**config.mk**
```make
export PLATFORM = sky130hd
export DESIGN_NAME = uart_echo_fifo
export DESIGN_NICKNAME = d
export VERILOG_FILES = /design/src/rtl/uart_echo_fifo.sv
export SDC_FILE = /design/constraint.sdc
export NUM_CORES = 1
export LEC_CHECK = 0
export CAP_MARGIN = 15
export CELL_PAD_IN_SITES_DETAIL_PLACEMENT = 0
export CELL_PAD_IN_SITES_GLOBAL_PLACEMENT = 2
export CORE_MARGIN = 2
export CORE_UTILIZATION = 45
export DETAILED_ROUTE_END_ITERATION = 7
export HOLD_SLACK_MARGIN = 0.03
export PLACE_DENSITY_LB_ADDON = 0.1
export SYNTH_ARGS = -nofsm -noshare
export SYNTH_HDL_FRONTEND = slang
export SYNTH_SLANG_ARGS = --single-unit
```
**constraint.sdc**
```tcl
create_clock -name clk_i -period 4.9 [get_ports clk_i]
set_clock_uncertainty 0.2 [all_clocks]
set_input_delay 0.735 -clock clk_i [delete_from_list [all_inputs] [get_ports clk_i]]
set_output_delay 0.735 -clock clk_i [all_outputs]
set_load 0.02 [all_outputs]
```
**src/rtl/uart_echo_fifo.sv**
```systemverilog
// UART echo with receive FIFO: 8x-oversampled receiver pushes good words into a circular
// buffer that a transmitter drains back out, with framing/parity/overflow pulses and TX pause.
module uart_echo_fifo #(
    parameter int unsigned DataWidth  = 8,
    parameter logic [15:0] Prescale   = 16'd1,
    parameter int unsigned FifoDepth  = 16,
    parameter int unsigned ParityMode = 0
) (
    input  logic                       clk_i,
    input  logic                       reset_ni,
    input  logic                       rx_data_i,
    input  logic                       tx_pause_i,
    output logic                       tx_data_o,
    output logic                       frame_err_o,
    output logic                       parity_err_o,
    output logic                       overflow_o,
    output logic [$clog2(FifoDepth):0] fifo_count_o,
    output logic                       tx_busy_o
);
    localparam int unsigned PtrW = $clog2(FifoDepth);
    localparam int unsigned CntW = PtrW + 1;
    localparam logic [CntW-1:0] FullCount = CntW'(FifoDepth);
    localparam logic [3:0] LastBit = 4'(DataWidth - 1);
    localparam logic HasParity = (ParityMode != 0);
    localparam logic OddParity = (ParityMode == 2);

    typedef enum logic [2:0] {
        RxIdle, RxStart, RxData, RxParity, RxStop, RxWaitHigh
    } rx_state_e;

    typedef enum logic [2:0] {
        TxIdle, TxStart, TxData, TxParity, TxStop
    } tx_state_e;

    // Synchroniser and edge history
    logic rx_meta_q, rx_meta_d;
    logic rx_sync_q, rx_sync_d;
    logic rx_prev_q, rx_prev_d;

    // Shared oversample tick
    logic [15:0] presc_q, presc_d;
    logic        tick;

    // Receiver
    rx_state_e              rx_state_q, rx_state_d;
    logic [2:0]             rx_phase_q, rx_phase_d;
    logic [3:0]             rx_bit_q, rx_bit_d;
    logic [DataWidth-1:0]   rx_shift_q, rx_shift_d;
    logic                   rx_par_q, rx_par_d;
    logic [1:0]             rx_samp_q, rx_samp_d;
    logic                   rx_bit_val;
    logic                   stop_decide;
    logic                   par_ok;
    logic                   good_word;

    // FIFO
    logic [DataWidth-1:0]   mem_q [FifoDepth];
    logic [DataWidth-1:0]   mem_d [FifoDepth];
    logic [PtrW-1:0]        wr_ptr_q, wr_ptr_d;
    logic [PtrW-1:0]        rd_ptr_q, rd_ptr_d;
    logic [CntW-1:0]        count_q, count_d;
    logic                   full;
    logic                   push;
    logic                   pop;
    logic [DataWidth-1:0]   head_word;

    // Transmitter
    tx_state_e              tx_state_q, tx_state_d;
    logic [2:0]             tx_phase_q, tx_phase_d;
    logic [3:0]             tx_bit_q, tx_bit_d;
    logic [DataWidth-1:0]   tx_shift_q, tx_shift_d;
    logic                   tx_par_q, tx_par_d;
    logic                   tx_data_q, tx_data_d;

    always_comb begin
        rx_meta_d = rx_data_i;
        rx_sync_d = rx_meta_q;
        rx_prev_d = rx_sync_q;
        tick      = (presc_q == Prescale - 16'd1);
        presc_d   = tick ? 16'd0 : presc_q + 16'd1;
    end

    // Majority vote of phase ticks 3, 4 and the live sample at tick 5
    assign rx_bit_val = (rx_samp_q[0] & rx_samp_q[1]) | (rx_samp_q[0] & rx_sync_q) |
                        (rx_samp_q[1] & rx_sync_q);

    always_comb begin
        rx_state_d  = rx_state_q;
        rx_phase_d  = rx_phase_q;
        rx_bit_d    = rx_bit_q;
        rx_shift_d  = rx_shift_q;
        rx_par_d    = rx_par_q;
        rx_samp_d   = rx_samp_q;
        stop_decide = 1'b0;
        if (rx_state_q == RxIdle) begin
            if (rx_prev_q && !rx_sync_q) begin
                rx_phase_d = 3'd0;
                rx_state_d = RxStart;
            end
        end else if (rx_state_q == RxWaitHigh) begin
            if (rx_sync_q) begin
                rx_state_d = RxIdle;
            end
        end else if (tick) begin
            rx_phase_d = rx_phase_q + 3'd1;
            if (rx_phase_q == 3'd3) begin
                rx_samp_d[0] = rx_sync_q;
            end
            if (rx_phase_q == 3'd4) begin
                rx_samp_d[1] = rx_sync_q;
            end
            if (rx_phase_q == 3'd5) begin
                case (rx_state_q)
                    RxStart: begin
                        if (rx_bit_val) begin
                            rx_state_d = RxIdle;
                        end
                    end
                    RxData: begin
                        rx_shift_d = {rx_bit_val, rx_shift_q[DataWidth-1:1]};
                        rx_par_d   = rx_par_q ^ rx_bit_val;
                    end
                    RxParity: rx_par_d = rx_par_q ^ rx_bit_val;
                    RxStop: begin
                        stop_decide = 1'b1;
                        rx_state_d  = rx_bit_val ? RxIdle : RxWaitHigh;
                    end
                    default: ;
                endcase
            end
            if (rx_phase_q == 3'd7) begin
                case (rx_state_q)
                    RxStart: begin
                        rx_state_d = RxData;
                        rx_bit_d   = 4'd0;
                        rx_par_d   = 1'b0;
                    end
                    RxData: begin
                        if (rx_bit_q == LastBit) begin
                            rx_state_d = HasParity ? RxParity : RxStop;
                        end else begin
                            rx_bit_d = rx_bit_q + 4'd1;
                        end
                    end
                    RxParity: rx_state_d = RxStop;
                    default: ;
                endcase
            end
        end
    end

    assign par_ok       = !HasParity || (rx_par_q == OddParity);
    assign good_word    = stop_decide && rx_bit_val && par_ok;
    assign full         = (count_q == FullCount);
    assign head_word    = mem_q[rd_ptr_q];
    assign pop          = (tx_state_q == TxIdle) && tick && (count_q != '0) && !tx_pause_i;
    // A pop in the same cycle frees the slot a full FIFO would otherwise refuse
    assign push         = good_word && (!full || pop);
    assign frame_err_o  = stop_decide && !rx_bit_val;
    assign parity_err_o = stop_decide && rx_bit_val && !par_ok;
    assign overflow_o   = good_word && full && !pop;

    always_comb begin
        mem_d    = mem_q;
        wr_ptr_d = wr_ptr_q;
        rd_ptr_d = rd_ptr_q;
        count_d  = count_q;
        if (push) begin
            mem_d[wr_ptr_q] = rx_shift_q;
            wr_ptr_d        = wr_ptr_q + PtrW'(1);
        end
        if (pop) begin
            rd_ptr_d = rd_ptr_q + PtrW'(1);
        end
        case ({push, pop})
            2'b10:   count_d = count_q + CntW'(1);
            2'b01:   count_d = count_q - CntW'(1);
            default: count_d = count_q;
        endcase
    end

    always_comb begin
        tx_state_d = tx_state_q;
        tx_phase_d = tx_phase_q;
        tx_bit_d   = tx_bit_q;
        tx_shift_d = tx_shift_q;
        tx_par_d   = tx_par_q;
        if (tx_state_q == TxIdle) begin
            if (pop) begin
                tx_state_d = TxStart;
                tx_phase_d = 3'd0;
                tx_shift_d = head_word;
                tx_par_d   = (^head_word) ^ OddParity;
            end
        end else if (tick) begin
            tx_phase_d = tx_phase_q + 3'd1;
            if (tx_phase_q == 3'd7) begin
                case (tx_state_q)
                    TxStart: begin
                        tx_state_d = TxData;
                        tx_bit_d   = 4'd0;
                    end
                    TxData: begin
                        tx_shift_d = tx_shift_q >> 1;
                        if (tx_bit_q == LastBit) begin
                            tx_state_d = HasParity ? TxParity : TxStop;
                        end else begin
                            tx_bit_d = tx_bit_q + 4'd1;
                        end
                    end
                    TxParity: tx_state_d = TxStop;
                    TxStop:   tx_state_d = TxIdle;
                    default:  ;
                endcase
            end
        end
        case (tx_state_q)
            TxStart:  tx_data_d = 1'b0;
            TxData:   tx_data_d = tx_shift_q[0];
            TxParity: tx_data_d = tx_par_q;
            default:  tx_data_d = 1'b1;
        endcase
    end

    always_ff @(posedge clk_i or negedge reset_ni) begin
        if (!reset_ni) begin
            rx_meta_q  <= 1'b1;
            rx_sync_q  <= 1'b1;
            rx_prev_q  <= 1'b1;
            presc_q    <= 16'd0;
            rx_state_q <= RxIdle;
            rx_phase_q <= 3'd0;
            rx_bit_q   <= 4'd0;
            rx_shift_q <= '0;
            rx_par_q   <= 1'b0;
            rx_samp_q  <= 2'b11;
            mem_q      <= '{default: '0};
            wr_ptr_q   <= '0;
            rd_ptr_q   <= '0;
            count_q    <= '0;
            tx_state_q <= TxIdle;
            tx_phase_q <= 3'd0;
            tx_bit_q   <= 4'd0;
            tx_shift_q <= '0;
            tx_par_q   <= 1'b0;
            tx_data_q  <= 1'b1;
        end else begin
            rx_meta_q  <= rx_meta_d;
            rx_sync_q  <= rx_sync_d;
            rx_prev_q  <= rx_prev_d;
            presc_q    <= presc_d;
            rx_state_q <= rx_state_d;
            rx_phase_q <= rx_phase_d;
            rx_bit_q   <= rx_bit_d;
            rx_shift_q <= rx_shift_d;
            rx_par_q   <= rx_par_d;
            rx_samp_q  <= rx_samp_d;
            mem_q      <= mem_d;
            wr_ptr_q   <= wr_ptr_d;
            rd_ptr_q   <= rd_ptr_d;
            count_q    <= count_d;
            tx_state_q <= tx_state_d;
            tx_phase_q <= tx_phase_d;
            tx_bit_q   <= tx_bit_d;
            tx_shift_q <= tx_shift_d;
            tx_par_q   <= tx_par_d;
            tx_data_q  <= tx_data_d;
        end
    end

    assign tx_data_o    = tx_data_q;
    assign fifo_count_o = count_q;
    assign tx_busy_o    = (tx_state_q != TxIdle);

endmodule
```
==> results of run 1 <==
-- worst max path at each step --
stage,startpoint,end,slack (ns),depth (start not counted)
global placement,tx_pause_i,fifo_count_o[4],0.87,15
floorplan,fifo_count_o[1],fifo_count_o[4],1.07,17
CTS,presc_q[11],fifo_count_o[4],0.92,16
global route,presc_q[0],fifo_count_o[4],0.59,18
finish,presc_q[0],fifo_count_o[4],0.87,18
detailed placement,tx_pause_i,fifo_count_o[4],0.81,15
-- cell type report --
type	instances	area [µm²]
fill	1841	10400
sequential	200	5014
multi-input combinational	479	4304
clock buffer	19	432.9
tap	275	344.1
timing repair buffer	21	203.9
clock inverter	13	138.9
inverter	15	56.30
-- kinds of logic after synthesis --
family	synth area share (%)
fa+ha+maj	2.497
buf+inv	2.142
xor+xnor	3.128
compound gates	5.533
other cells	0.03939
simple gates	9.265
flops	52.65
mux	24.75
-- power groups by stage --
stage | sequential (mW) | clock (mW) | combinational (mW)
2_1_floorplan | 1.78 | 0 | 0.230
5_1_grt | 1.83 | 1.47 | 0.315
3_5_place_dp | 1.85 | 0 | 0.279
3_3_place_gp | 1.84 | 0 | 0.274
4_1_cts | 1.81 | 1.41 | 0.281
6_report | 1.81 | 1.36 | 0.273
-- worst register-to-register path, cell delays in order (launching register included) --
cell                       delay [ns]
sky130_fd_sc_hd__dfrtp_1         0.42
sky130_fd_sc_hd__inv_1           0.07
sky130_fd_sc_hd__ha_1            0.15
sky130_fd_sc_hd__nor4b_1         0.35
sky130_fd_sc_hd__nand4_1         0.16
sky130_fd_sc_hd__buf_4           0.20
sky130_fd_sc_hd__or2_2           0.38
sky130_fd_sc_hd__a31oi_4         0.20
sky130_fd_sc_hd__buf_4           0.24
sky130_fd_sc_hd__inv_1           0.09
sky130_fd_sc_hd__ha_1            0.31
sky130_fd_sc_hd__xor2_1          0.18
sky130_fd_sc_hd__ha_1            0.22
sky130_fd_sc_hd__a21o_1          0.18
sky130_fd_sc_hd__nand2_1         0.06
sky130_fd_sc_hd__a21oi_1         0.06
sky130_fd_sc_hd__a221oi_1        0.22
sky130_fd_sc_hd__nor2_1          0.09
sky130_fd_sc_hd__xnor2_1         0.13
-- registers in the layout, indices dropped and copies added, names as in the netlist --
signal / flops
fifo_count_o: 5
wr_ptr_q: 4
tx_par_q: 1
rx_shift_q: 8
rx_meta_q: 1
tx_phase_q: 3
rx_phase_q: 3
rx_state_q: 3
rx_prev_q: 1
tx_state_q: 3
tx_shift_q: 8
rx_samp_q: 2
tx_bit_q: 4
rx_prev_d: 1
tx_data_o: 1
rd_ptr_q: 4
mem_q: 128
presc_q: 16
rx_bit_q: 4
-- layout by cell type (no fill, tap or decap), drive strengths merged, types with 5 or more instances in the layout --
master,instances
xor2,9
nand2,64
buf,9
dfstp,6
nor4,5
dfrtp,194
clkbuf,20
nor2,37
mux4,32
and3,5
mux2i,7
a21oi,12
clkdlybuf4s50,11
nand3,16
nor3,14
mux2,139
o21ai,31
xnor2,25
a21o,6
a22oi,17
inv,21
ha,19
-- per-layer routing --
layer,vias to the layer above,track usage [%],routed length (µm)
li1,2630,-,-
met5,-,0,0
met1,2933,26.21,9121
met3,19,2.805,552
met2,77,33.21,10240
met4,0,5.810,306
-- per-stage QoR --
step	utilization, %	hold WS (ns)	instance area [µm²]
floorplan	-	0.1452	9520
global placement	47.50	0.1623	9922
detailed placement	47.50	0.1605	9922
CTS	50.24	0.1725	10490
global route	50.24	0.1755	10490
finish	50.24	0.1319	10490
==> impl_metrics.prom, run 1 <==
# TYPE chip_impl_metric gauge
chip_impl_metric{name="dp_slack",unit="ns"} 0.8140
chip_impl_metric{name="max_cap_viol_count",unit=""} 0
chip_impl_metric{name="timing_max_transition_violations_final",unit=""} 0
chip_impl_metric{name="post-route-drc-count",unit=""} 0
chip_impl_metric{name="synth-edff-count",unit=""} 0
chip_impl_metric{name="worst_path_arrival",unit="ns"} 4.14
chip_impl_info{name="clock_root_buffer",value="sky130_fd_sc_hd__clkbuf_16"} 1
chip_impl_metric{name="post_synth_num_cell_types",unit=""} 51
chip_impl_metric{name="core_area",unit="µm²"} 20890
chip_impl_metric{name="setup_viol",unit=""} 0
chip_impl_info{name="worst_path_max_delay_cell",value="sky130_fd_sc_hd__dfrtp_1"} 1
chip_impl_info{name="path_delay_family",value="simple AND/OR/NAND/NOR gates"} 1
chip_impl_info{name="worstSetupPathType",value="flop to flop"} 1
chip_impl_metric{name="power_switching",unit="mW"} 0.9089
chip_impl_metric{name="grt_pass1_vias",unit=""} 6031
chip_impl_metric{name="route.final.wire_length",unit="mm"} 20.22
chip_impl_info{name="timing.rr.start",value="presc_q[0]"} 1
chip_impl_info{name="synth_top_area_cell",value="sky130_fd_sc_hd__dfrtp_1"} 1
chip_impl_metric{name="io_buffers",unit=""} 12
chip_impl_metric{name="layoutNonFillerInstCount",unit=""} 1022
chip_impl_metric{name="crit_path_max_incr_delay",unit="ns"} 0.42
chip_impl_metric{name="detailroute.via_count",unit=""} 5659
chip_impl_info{name="run_status",value="finished, final reports clean"} 1
chip_impl_metric{name="grt_usage",unit="%"} 19.55
chip_impl_metric{name="fin_ws",unit="ns"} 0.8699
chip_impl_info{name="ys_dominant_reg_cell",value="sky130_fd_sc_hd__dfrtp_1"} 1
chip_impl_metric{name="crit_path_max_fanout",unit=""} 9
chip_impl_info{name="unrepaired_setup_endpoints_after_global_routing",value="false"} 1
chip_impl_metric{name="cts_setup_buffers",unit=""} 0
chip_impl_metric{name="proportion_of_total_power_due_to_net_switching",unit="%"} 26.38
chip_impl_metric{name="pwr-share-comb",unit="%"} 7.9
chip_impl_metric{name="initial_antenna_violation_count",unit=""} 0
chip_impl_metric{name="placed_cells",unit=""} 990
chip_impl_metric{name="cts_max_path_buffers",unit=""} 2
chip_impl_metric{name="start_util",unit="%"} 45.58
chip_impl_metric{name="total_negative_slack",unit="ns"} 0
chip_impl_metric{name="post_route_cells_drive_above_1_share",unit="%"} 32.53
chip_impl_info{name="cts_tree",value="done"} 1
chip_impl_metric{name="holdBufCountCts",unit=""} 0
chip_impl_info{name="timing.critical_path.from_type",value="flop"} 1
chip_impl_info{name="worstReg2RegEnd",value="fifo_count_o[4]"} 1
chip_impl_metric{name="post_drt_wl_per_cell",unit="µm"} 19.78
chip_impl_metric{name="worst_setup_hold_path_clk_slew",unit="ns"} 0.07
chip_impl_metric{name="synth_area",unit="µm²"} 9520
chip_impl_metric{name="detail_route.vias_per_cell",unit=""} 5.537
chip_impl_metric{name="die-area",unit="µm²"} 22340
chip_impl_info{name="netlist_top_cells_area",value="sky130_fd_sc_hd__dfrtp_1, sky130_fd_sc_hd__mux2_2, sky130_fd_sc_hd__mux4_2"} 1
chip_impl_metric{name="number_of_clock_sinks_seen_by_cts",unit=""} 200
chip_impl_metric{name="timing_hold_violations_final",unit=""} 0
chip_impl_info{name="synthMostInstantiatedCell",value="sky130_fd_sc_hd__dfrtp_1"} 1
chip_impl_metric{name="power_leakage",unit="nW"} 4.835
chip_impl_metric{name="flow.area_growth_from_synthesis",unit="%"} 10.22
chip_impl_metric{name="htree_levels",unit=""} 4
chip_impl_metric{name="worst_slew_pin_slew",unit="ns"} 1.076
chip_impl_metric{name="post_synth_top_area_share",unit="%"} 50.99
chip_impl_metric{name="ys.warnings.count",unit=""} 0
chip_impl_metric{name="floorplan_row_count",unit=""} 53
chip_impl_metric{name="seq_power_share",unit="%"} 52.6
chip_impl_metric{name="power.total",unit="mW"} 3.446
chip_impl_metric{name="share_clk_of_total_power",unit="%"} 39.4
chip_impl_metric{name="worst_skew_pair.late_latency",unit="ns"} 0.43
chip_impl_metric{name="worst-r2r-setup-slack",unit="ns"} 0.87
chip_impl_metric{name="syn_nets",unit=""} 753
chip_impl_metric{name="final_net_count",unit=""} 757
chip_impl_metric{name="async_reset_ff_share",unit="%"} 100.0
chip_impl_info{name="worst_hold_path_type",value="input pin to async pin"} 1
chip_impl_metric{name="fp.dieH",unit="µm"} 149.5
chip_impl_metric{name="top_level_ports",unit=""} 14
chip_impl_metric{name="route.antenna.remaining_nets",unit=""} 0
chip_impl_metric{name="highest_attainable_clock_frequency",unit="MHz"} 248.1
chip_impl_metric{name="syn_inst",unit=""} 730
chip_impl_metric{name="post_synthesis_mean_instance_area",unit="µm²"} 13.04
chip_impl_metric{name="pin_count_of_the_biggest_net_entering_global_routing",unit=""} 105
chip_impl_metric{name="fp.dieW",unit="µm"} 149.5
chip_impl_metric{name="drtPass1Iterations",unit=""} 4
chip_impl_metric{name="cp_data_required_time",unit="ns"} 5.01
chip_impl_metric{name="worst-path-buf-inv",unit=""} 4
chip_impl_metric{name="powerDensity",unit="nW/µm²"} 328.3
chip_impl_info{name="worstSetupEndpointType",value="flop"} 1
chip_impl_metric{name="period_minus_slack",unit="ns"} 4.030
chip_impl_metric{name="synth.yosys.seq_area_share",unit="%"} 52.65
chip_impl_metric{name="fin_crit_sh",unit="%"} 82.25
chip_impl_info{name="critical_path.cell_chain",value="inv_1 > ha_1 > nor4b_1 > nand4_1 > buf_4 > or2_2 > a31oi_4 > buf_4 > inv_1 > ha_1 > xor2_1 > ha_1 > a21o_1 > nand2_1 > a21oi_1 > a221oi_1 > nor2_1 > xnor2_1"} 1
chip_impl_metric{name="grt_first_pass_wirelength",unit="mm"} 33.29
chip_impl_metric{name="antennaDiodeCount",unit=""} 0
chip_impl_metric{name="worst_r2r_path_depth",unit=""} 18
chip_impl_metric{name="detailedRoute.firstIterationViolations",unit=""} 288
chip_impl_metric{name="power.ir.vdd_worst",unit="mV"} 0.2220
chip_impl_metric{name="cts_made_buffers",unit=""} 17
chip_impl_metric{name="cell_internal_pwr",unit="mW"} 2.537
chip_impl_metric{name="dpl_wire_length",unit="mm"} 13.43
chip_impl_info{name="synthTopCellsByCount",value="sky130_fd_sc_hd__dfrtp_1, sky130_fd_sc_hd__mux2_2, sky130_fd_sc_hd__nand2_1"} 1
chip_impl_metric{name="post_cts.resized_instances",unit=""} 0
chip_impl_metric{name="gp_congestion",unit=""} 0.7779
chip_impl_metric{name="relSlewSlack",unit="%"} 28.29
chip_impl_info{name="worst_path_most_repeated_cell",value="sky130_fd_sc_hd__ha_1"} 1
chip_impl_metric{name="ys_ff_latch",unit=""} 200
chip_impl_metric{name="grt_overflow",unit=""} 0
(Power assumes the default switching activity.)
==> run 2, diff against run 1 <==
--- a/config.mk
+++ b/config.mk
@@ -9,7 +9,7 @@
 export CELL_PAD_IN_SITES_DETAIL_PLACEMENT = 0
 export CELL_PAD_IN_SITES_GLOBAL_PLACEMENT = 2
 export CORE_MARGIN = 2
-export CORE_UTILIZATION = 45
+export CORE_UTILIZATION = 41
 export DETAILED_ROUTE_END_ITERATION = 7
 export HOLD_SLACK_MARGIN = 0.03
 export PLACE_DENSITY_LB_ADDON = 0.1
==> constraint.sdc (replaced) <==
create_clock -name clk_i -period 3.6 [get_ports clk_i]
set_clock_uncertainty 0.2 [all_clocks]
set_input_delay 0.54 -clock clk_i [delete_from_list [all_inputs] [get_ports clk_i]]
set_output_delay 0.54 -clock clk_i [all_outputs]
set_load 0.02 [all_outputs]
==> run 2 against run 1 <==
Compared with the run above:
- wire length grew 3.1%
- register-to-register slack lost 0.49 ns
- clock-buffer cell count shrank 1
- final cell count grew 2.5%
- highest routed layer unchanged
- combinational power grew 67%
- design area grew 2.4%
- largest cell class unchanged
- non-clock buffer count grew 16
- sequential share of layout area shrank 1.1 points
- die area grew 9.5%
- largest power group unchanged
- worst hold slack gained 0.032 ns
- sequential power grew 34%
==> impl_metrics.prom, run 2 (synthesis results as in run 1) <==
# TYPE chip_impl_metric gauge
chip_impl_metric{name="fp.dieW",unit="µm"} 156.4
chip_impl_metric{name="total_negative_slack",unit="ns"} 0
chip_impl_metric{name="worst_path_arrival",unit="ns"} 2.59
chip_impl_metric{name="detailedRoute.firstIterationViolations",unit=""} 280
chip_impl_metric{name="fin_ws",unit="ns"} 0.2699
chip_impl_metric{name="multi_input_comb_area",unit="µm²"} 4352
chip_impl_info{name="top_register",value="mem_q"} 1
chip_impl_metric{name="timing_max_transition_violations_final",unit=""} 0
chip_impl_metric{name="crit_path_max_fanout",unit=""} 8
chip_impl_metric{name="largest_register_ffs",unit=""} 128
chip_impl_metric{name="detailroute.via_count",unit=""} 5732
chip_impl_metric{name="floorplan_row_count",unit=""} 55
chip_impl_metric{name="n_fill_cell",unit=""} 2037
chip_impl_metric{name="sequential_cell_area",unit="µm²"} 5015
chip_impl_metric{name="cts_setup_buffers",unit=""} 0
chip_impl_info{name="worstSetupPathType",value="flop to output pin"} 1
chip_impl_metric{name="route.antenna.remaining_nets",unit=""} 0
chip_impl_metric{name="setup_viol",unit=""} 0
chip_impl_metric{name="max_cap_viol_count",unit=""} 0
chip_impl_metric{name="fp.dieH",unit="µm"} 156.4
chip_impl_metric{name="detail_route.vias_per_cell",unit=""} 5.469
chip_impl_info{name="worst_hold_path_type",value="flop to flop"} 1
chip_impl_metric{name="post_route_cells_drive_above_1_share",unit="%"} 35.12
chip_impl_metric{name="flow.area_growth_from_synthesis",unit="%"} 12.88
chip_impl_info{name="clock_root_buffer",value="sky130_fd_sc_hd__clkbuf_16"} 1
chip_impl_info{name="unrepaired_setup_endpoints_after_global_routing",value="false"} 1
chip_impl_metric{name="initial_antenna_violation_count",unit=""} 0
chip_impl_metric{name="grt_first_pass_wirelength",unit="mm"} 34.02
chip_impl_metric{name="relSlewSlack",unit="%"} 35.44
chip_impl_metric{name="grt_usage",unit="%"} 18.25
chip_impl_metric{name="number_of_clock_sinks_seen_by_cts",unit=""} 200
chip_impl_metric{name="die-area",unit="µm²"} 24450
chip_impl_metric{name="drtPass1Iterations",unit=""} 4
chip_impl_metric{name="worst_setup_hold_path_clk_slew",unit="ns"} 0.08
chip_impl_info{name="timing.critical_path.from_type",value="flop"} 1
chip_impl_metric{name="highest_attainable_clock_frequency",unit="MHz"} 300.3
chip_impl_metric{name="grt_pass1_vias",unit=""} 5989
chip_impl_metric{name="power.ir.vdd_worst",unit="mV"} 0.2111
chip_impl_metric{name="final_net_count",unit=""} 773
chip_impl_metric{name="period_minus_slack",unit="ns"} 3.330
chip_impl_info{name="largestRegisters",value="mem_q: 128 flops, presc_q: 16 flops"} 1
chip_impl_metric{name="post-route-drc-count",unit=""} 0
chip_impl_metric{name="timing_hold_violations_final",unit=""} 0
chip_impl_metric{name="top_level_ports",unit=""} 14
chip_impl_info{name="run_status",value="finished, final reports clean"} 1
chip_impl_metric{name="cp_data_required_time",unit="ns"} 2.86
chip_impl_metric{name="worst_skew_pair.late_latency",unit="ns"} 0.44
chip_impl_metric{name="power_leakage",unit="nW"} 4.980
chip_impl_metric{name="htree_levels",unit=""} 4
chip_impl_metric{name="gp_congestion",unit=""} 0.7617
chip_impl_metric{name="io_buffers",unit=""} 12
chip_impl_metric{name="fin_crit_sh",unit="%"} 92.50
chip_impl_info{name="top_library_cells_by_usage_in_the_layout_fill_and_taps_aside",value="sky130_fd_sc_hd__dfrtp_1, sky130_fd_sc_hd__mux2_2, sky130_fd_sc_hd__nand2_1"} 1
chip_impl_info{name="cts_tree",value="done"} 1
chip_impl_metric{name="pin_count_of_the_biggest_net_entering_global_routing",unit=""} 80
chip_impl_metric{name="powerDensity",unit="nW/µm²"} 449.7
chip_impl_metric{name="antennaDiodeCount",unit=""} 0
chip_impl_metric{name="start_util",unit="%"} 41.92
chip_impl_metric{name="dpl_wire_length",unit="mm"} 13.83
chip_impl_metric{name="grt_overflow",unit=""} 0
chip_impl_metric{name="route.final.wire_length",unit="mm"} 20.85
chip_impl_metric{name="worst_slew_pin_slew",unit="ns"} 0.9642
chip_impl_info{name="worstSetupEndpointType",value="output pin"} 1
chip_impl_metric{name="cts_max_path_buffers",unit=""} 2
chip_impl_metric{name="post_drt_wl_per_cell",unit="µm"} 19.90
chip_impl_metric{name="core_area",unit="µm²"} 22710
chip_impl_metric{name="dp_slack",unit="ns"} 0.1598
chip_impl_metric{name="cts_made_buffers",unit=""} 17
chip_impl_info{name="leading_cell_type_in_the_layout_fill_and_taps_excluded",value="sky130_fd_sc_hd__dfrtp_1"} 1
run 2: what timing repair did:
item,4_1_cts,5_1_grt
resized for setup,1,5
hold buffers,1,0
setup endpoints to repair,1,1
hold endpoints to repair,72,0
run 2: area by class of cell:
type                            instances  area share (%)
Tap cell                              285           3.318
Clock inverter                         14           1.653
Timing Repair Buffer                   37           3.260
Clock buffer                           18           4.087
Inverter                               15          0.5239
Multi-Input combinational cell        479           40.49
Sequential cell                       200           46.66
run 2: stage by stage:
step           area, µm²  hold WS (ns)  power, mW  util (%)  cells
2_1_floorplan       9547       0.04441      2.734         -    730
3_3_place_gp       10090        0.1516      2.921     44.44   1015
3_5_place_dp       10090        0.1493      2.930     44.44   1015
4_1_cts            10720        0.1649      4.896     47.20   1048
5_1_grt            10750        0.1689      5.063     47.32   1048
6_report           10750        0.1635      4.833     47.32   1048
run 2: layer usage:
layer	up-vias	track usage (%)	part of all wire, %
met4	0	4.980	1.2
met1	3002	24.49	47
met3	18	3.157	1.8
li1	2659	-	-
met2	53	30.71	50
met5	-	0	0
run 2: where the power goes:
part	switching [mW]	internal, mW
combinational	0.277	0.179
clock	0.981	0.964
sequential	0.114	2.32
run 2: final timing paths:
check                                   to  slack (ns)       startpoint  cells after the start
hold reg to reg                  rx_prev_d        0.16        rx_meta_q                      0
hold / removal                   rx_prev_d        0.16        rx_meta_q                      0
setup reg to reg           fifo_count_o[4]        0.38       presc_q[0]                     16
max in group asynchronous        mem_q[69]        1.79         reset_ni                      3
setup / recovery                overflow_o        0.27  fifo_count_o[1]                      8
min in group asynchronous      rx_bit_q[3]        0.48         reset_ni                      2
run 2: critical path, cell delays in order, from the launching register on:
cell and delay, ns:
sky130_fd_sc_hd__dfrtp_2 0.47, sky130_fd_sc_hd__nor4_1 0.31, sky130_fd_sc_hd__buf_4 0.19, sky130_fd_sc_hd__a211o_1 0.18
sky130_fd_sc_hd__or2_4 0.16, sky130_fd_sc_hd__inv_1 0.06, sky130_fd_sc_hd__buf_4 0.16, sky130_fd_sc_hd__nor3_1 0.27
sky130_fd_sc_hd__dlygate4sd2_1 0.37
==> run 3, diff against run 2 <==
==> config.mk (replaced) <==
export PLATFORM = sky130hd
export DESIGN_NAME = uart_echo_fifo
export DESIGN_NICKNAME = d
export VERILOG_FILES = /design/src/rtl/uart_echo_fifo.sv
export SDC_FILE = /design/constraint.sdc
export NUM_CORES = 1
export LEC_CHECK = 0
export CAP_MARGIN = 15
export CORE_MARGIN = 2
export CORE_UTILIZATION = 57
export DETAILED_ROUTE_END_ITERATION = 7
export GPL_TIMING_DRIVEN = 0
export HOLD_SLACK_MARGIN = 0.03
export PLACE_DENSITY = 0.76
export SYNTH_ARGS = -nofsm -noshare
export SYNTH_HDL_FRONTEND = slang
export SYNTH_SLANG_ARGS = --single-unit
==> run 3 against run 2 <==
Compared with the run above:
- wire length down 3.3%
- first-iteration DRC count up 68%
- via count up 4.4%
- final cell count down 4.7%
- die area down 27%
- setup slack worse by 0.17 ns
- largest power group unchanged
- worst hold slack worse by 0.0026 ns
- core utilization up 17 points
- flip-flop and latch count unchanged
==> impl_metrics.prom, run 3 (synthesis results as in run 1) <==
# TYPE chip_impl_metric gauge
chip_impl_metric{name="die-area",unit="µm²"} 17750
chip_impl_metric{name="antennaDiodeCount",unit=""} 0
chip_impl_metric{name="fp.dieW",unit="µm"} 133.2
chip_impl_metric{name="number_of_clock_sinks_seen_by_cts",unit=""} 200
chip_impl_metric{name="start_util",unit="%"} 57.82
chip_impl_metric{name="post-route-drc-count",unit=""} 0
chip_impl_metric{name="worst_skew_pair.late_latency",unit="ns"} 0.43
chip_impl_info{name="clock_root_buffer",value="sky130_fd_sc_hd__clkbuf_16"} 1
chip_impl_info{name="top_register",value="mem_q"} 1
chip_impl_metric{name="initial_antenna_violation_count",unit=""} 0
chip_impl_metric{name="top_level_ports",unit=""} 14
chip_impl_metric{name="io_buffers",unit=""} 12
chip_impl_metric{name="cts_made_buffers",unit=""} 17
chip_impl_metric{name="post_route_cells_drive_above_1_share",unit="%"} 33.63
chip_impl_info{name="worstSetupEndpointType",value="flop"} 1
chip_impl_metric{name="floorplan_row_count",unit=""} 47
chip_impl_info{name="timing.critical_path.from_type",value="flop"} 1
chip_impl_metric{name="route.final.wire_length",unit="mm"} 20.17
chip_impl_metric{name="cp_data_required_time",unit="ns"} 3.72
chip_impl_metric{name="cts_max_path_buffers",unit=""} 2
chip_impl_metric{name="worst_path_arrival",unit="ns"} 3.62
chip_impl_info{name="worst_hold_path_type",value="flop to flop"} 1
chip_impl_metric{name="grt_usage",unit="%"} 24.52
chip_impl_info{name="setup.worst_path.start",value="presc_q[1]"} 1
chip_impl_metric{name="worst_slew_pin_slew",unit="ns"} 0.8099
chip_impl_metric{name="detailroute.via_count",unit=""} 5983
chip_impl_info{name="worst_path_most_repeated_cell",value="sky130_fd_sc_hd__inv_1"} 1
chip_impl_metric{name="core_area",unit="µm²"} 16470
chip_impl_metric{name="highest_attainable_clock_frequency",unit="MHz"} 286.0
chip_impl_metric{name="largest_register_ffs",unit=""} 128
chip_impl_info{name="holdCritStartpoint",value="rx_meta_q"} 1
chip_impl_info{name="unrepaired_setup_endpoints_after_global_routing",value="true"} 1
chip_impl_metric{name="timing_hold_violations_final",unit=""} 0
chip_impl_info{name="critical_path.cell_chain",value="inv_1 > ha_1 > nor4b_4 > nand4_1 > or2_2 > buf_4 > a31oi_4 > inv_2 > ha_4 > xor2_1 > ha_2 > inv_1 > o21ai_1 > a21oi_1 > a221oi_1 > nor2_1 > xnor2_1"} 1
chip_impl_info{name="cts_tree",value="done"} 1
chip_impl_metric{name="pin_count_of_the_biggest_net_entering_global_routing",unit=""} 118
chip_impl_metric{name="crit_path_max_incr_delay",unit="ns"} 0.42
chip_impl_metric{name="detailedRoute.firstIterationViolations",unit=""} 469
chip_impl_metric{name="relSlewSlack",unit="%"} 46.01
chip_impl_metric{name="crit_path_max_fanout",unit=""} 9
chip_impl_metric{name="n_fill_cell",unit=""} 1199
chip_impl_metric{name="fin_ws",unit="ns"} 0.1038
chip_impl_metric{name="grt_first_pass_wirelength",unit="mm"} 33.60
chip_impl_metric{name="fp.dieH",unit="µm"} 133.2
chip_impl_info{name="leading_cell_type_in_the_layout_fill_and_taps_excluded",value="sky130_fd_sc_hd__dfrtp_1"} 1
chip_impl_metric{name="power_leakage",unit="nW"} 4.935
chip_impl_metric{name="post_drt_wl_per_cell",unit="µm"} 20.19
chip_impl_metric{name="drtPass1Iterations",unit=""} 6
chip_impl_metric{name="route.antenna.remaining_nets",unit=""} 0
chip_impl_info{name="timing.rr.start",value="presc_q[1]"} 1
chip_impl_metric{name="flow.area_growth_from_synthesis",unit="%"} 12.00
chip_impl_metric{name="worst_setup_hold_path_clk_slew",unit="ns"} 0.07
chip_impl_metric{name="grt_overflow",unit=""} 0
chip_impl_metric{name="timing_max_transition_violations_final",unit=""} 0
chip_impl_metric{name="period_minus_slack",unit="ns"} 3.496
chip_impl_metric{name="fin_crit_sh",unit="%"} 97.12
chip_impl_info{name="worstSetupPathType",value="flop to flop"} 1
chip_impl_metric{name="dp_slack",unit="ns"} -0.5915
chip_impl_metric{name="powerDensity",unit="nW/µm²"} 446.8
chip_impl_info{name="largestRegisters",value="mem_q: 128 flops, presc_q: 16 flops"} 1
chip_impl_info{name="run_status",value="finished, final reports clean"} 1
chip_impl_metric{name="grt_pass1_vias",unit=""} 6349
chip_impl_metric{name="dpl_wire_length",unit="mm"} 13.48
chip_impl_metric{name="detail_route.vias_per_cell",unit=""} 5.989
chip_impl_info{name="top_library_cells_by_usage_in_the_layout_fill_and_taps_aside",value="sky130_fd_sc_hd__dfrtp_1, sky130_fd_sc_hd__mux2_2, sky130_fd_sc_hd__nand2_1"} 1
chip_impl_metric{name="gp_congestion",unit=""} 0.8247
chip_impl_metric{name="final_net_count",unit=""} 789
chip_impl_metric{name="placed_cells",unit=""} 963
chip_impl_metric{name="max_cap_viol_count",unit=""} 0
chip_impl_metric{name="htree_levels",unit=""} 4
chip_impl_metric{name="layoutNonFillerInstCount",unit=""} 999
chip_impl_metric{name="setup_viol",unit=""} 0
chip_impl_metric{name="power.ir.vdd_worst",unit="mV"} 0.3503
chip_impl_info{name="worst_path_max_delay_cell",value="sky130_fd_sc_hd__dfrtp_1"} 1
==> run 3: power by group <==
group / total, mW / switching (mW) / internal (mW)
clock network: 1.88 / 0.861 / 1.02
logic: 0.477 / 0.305 / 0.172
registers: 2.40 / 0.0829 / 2.32
total: 4.76 / 1.25 / 3.52
==> run 3: cell type report <==
class / count / area, µm² / share of cell area (%)
Buffer: 35 / 152.6 / 1.432
Multi-Input combinational cell: 479 / 4392 / 41.19
Clock buffer: 20 / 466.7 / 4.377
Timing Repair Buffer: 18 / 187.7 / 1.760
Sequential cell: 200 / 5014 / 47.02
Clock inverter: 12 / 115.1 / 1.080
Tap cell: 220 / 275.3 / 2.582
Inverter: 15 / 60.06 / 0.5632
==> run 3: path summary, 6_finish.rpt <==
kind / cells after the start / slack [ns] / to
setup / recovery: 17 / 0.10 / fifo_count_o[4]
hold / removal: 0 / 0.16 / rx_prev_d
setup reg to reg: 17 / 0.10 / fifo_count_o[4]
hold reg to reg: 0 / 0.16 / rx_prev_d
max in group asynchronous: 3 / 1.74 / mem_q[69]
min in group asynchronous: 2 / 0.49 / rx_bit_q[0]
==> run 3: critical path: cells and delay by family, from the launching register on <==
| kind | cells | cell delay [ns] |
|---|---|---|
| XOR/XNOR | 2 | 0.27 |
| AO/OA/AOI/OAI | 4 | 0.65 |
| flip-flops | 1 | 0.42 |
| adder cells (fa/ha/maj) | 3 | 0.57 |
| AND/OR/NAND/NOR | 4 | 0.86 |
| buffers and inverters | 4 | 0.42 |
==> run 3: what timing repair did <==
action	in CTS	in global routing
setup endpoints to repair	74	7
hold buffers	1	0
cloned	0	0
hold endpoints to repair	77	0
resized for setup	10	10
pin swaps	2	1
buffers inserted	4	0
==> run 3: per-layer routing <==
| metal | share of wire [%] | global-route usage (%) | wire [µm] | vias up |
|---|---|---|---|---|
| met5 | 0.34 | 2.778 | 69 | - |
| met4 | 2.7 | 8.924 | 539 | 2 |
| met3 | 3.6 | 5.175 | 728 | 40 |
| met2 | 51 | 41.71 | 10270 | 127 |
| met1 | 42 | 31.12 | 8557 | 3121 |
| li1 | - | - | - | 2693 |
==> run 3: per-stage QoR <==
stage          util (%)  cell area (µm²)  hold slack (ns)  total power, mW  setup TNS [ns]
3_5_place_dp      60.58             9975           0.1478            2.905          -1.592
2_1_floorplan         -             9547          0.04441            2.734               0
4_1_cts           64.64            10640           0.1615            4.796               0
3_3_place_gp      60.38             9942           0.1503            2.870        -1159.10
5_1_grt           64.76            10660           0.1649            4.967        -0.04703
6_report          64.76            10660           0.1610            4.764               0
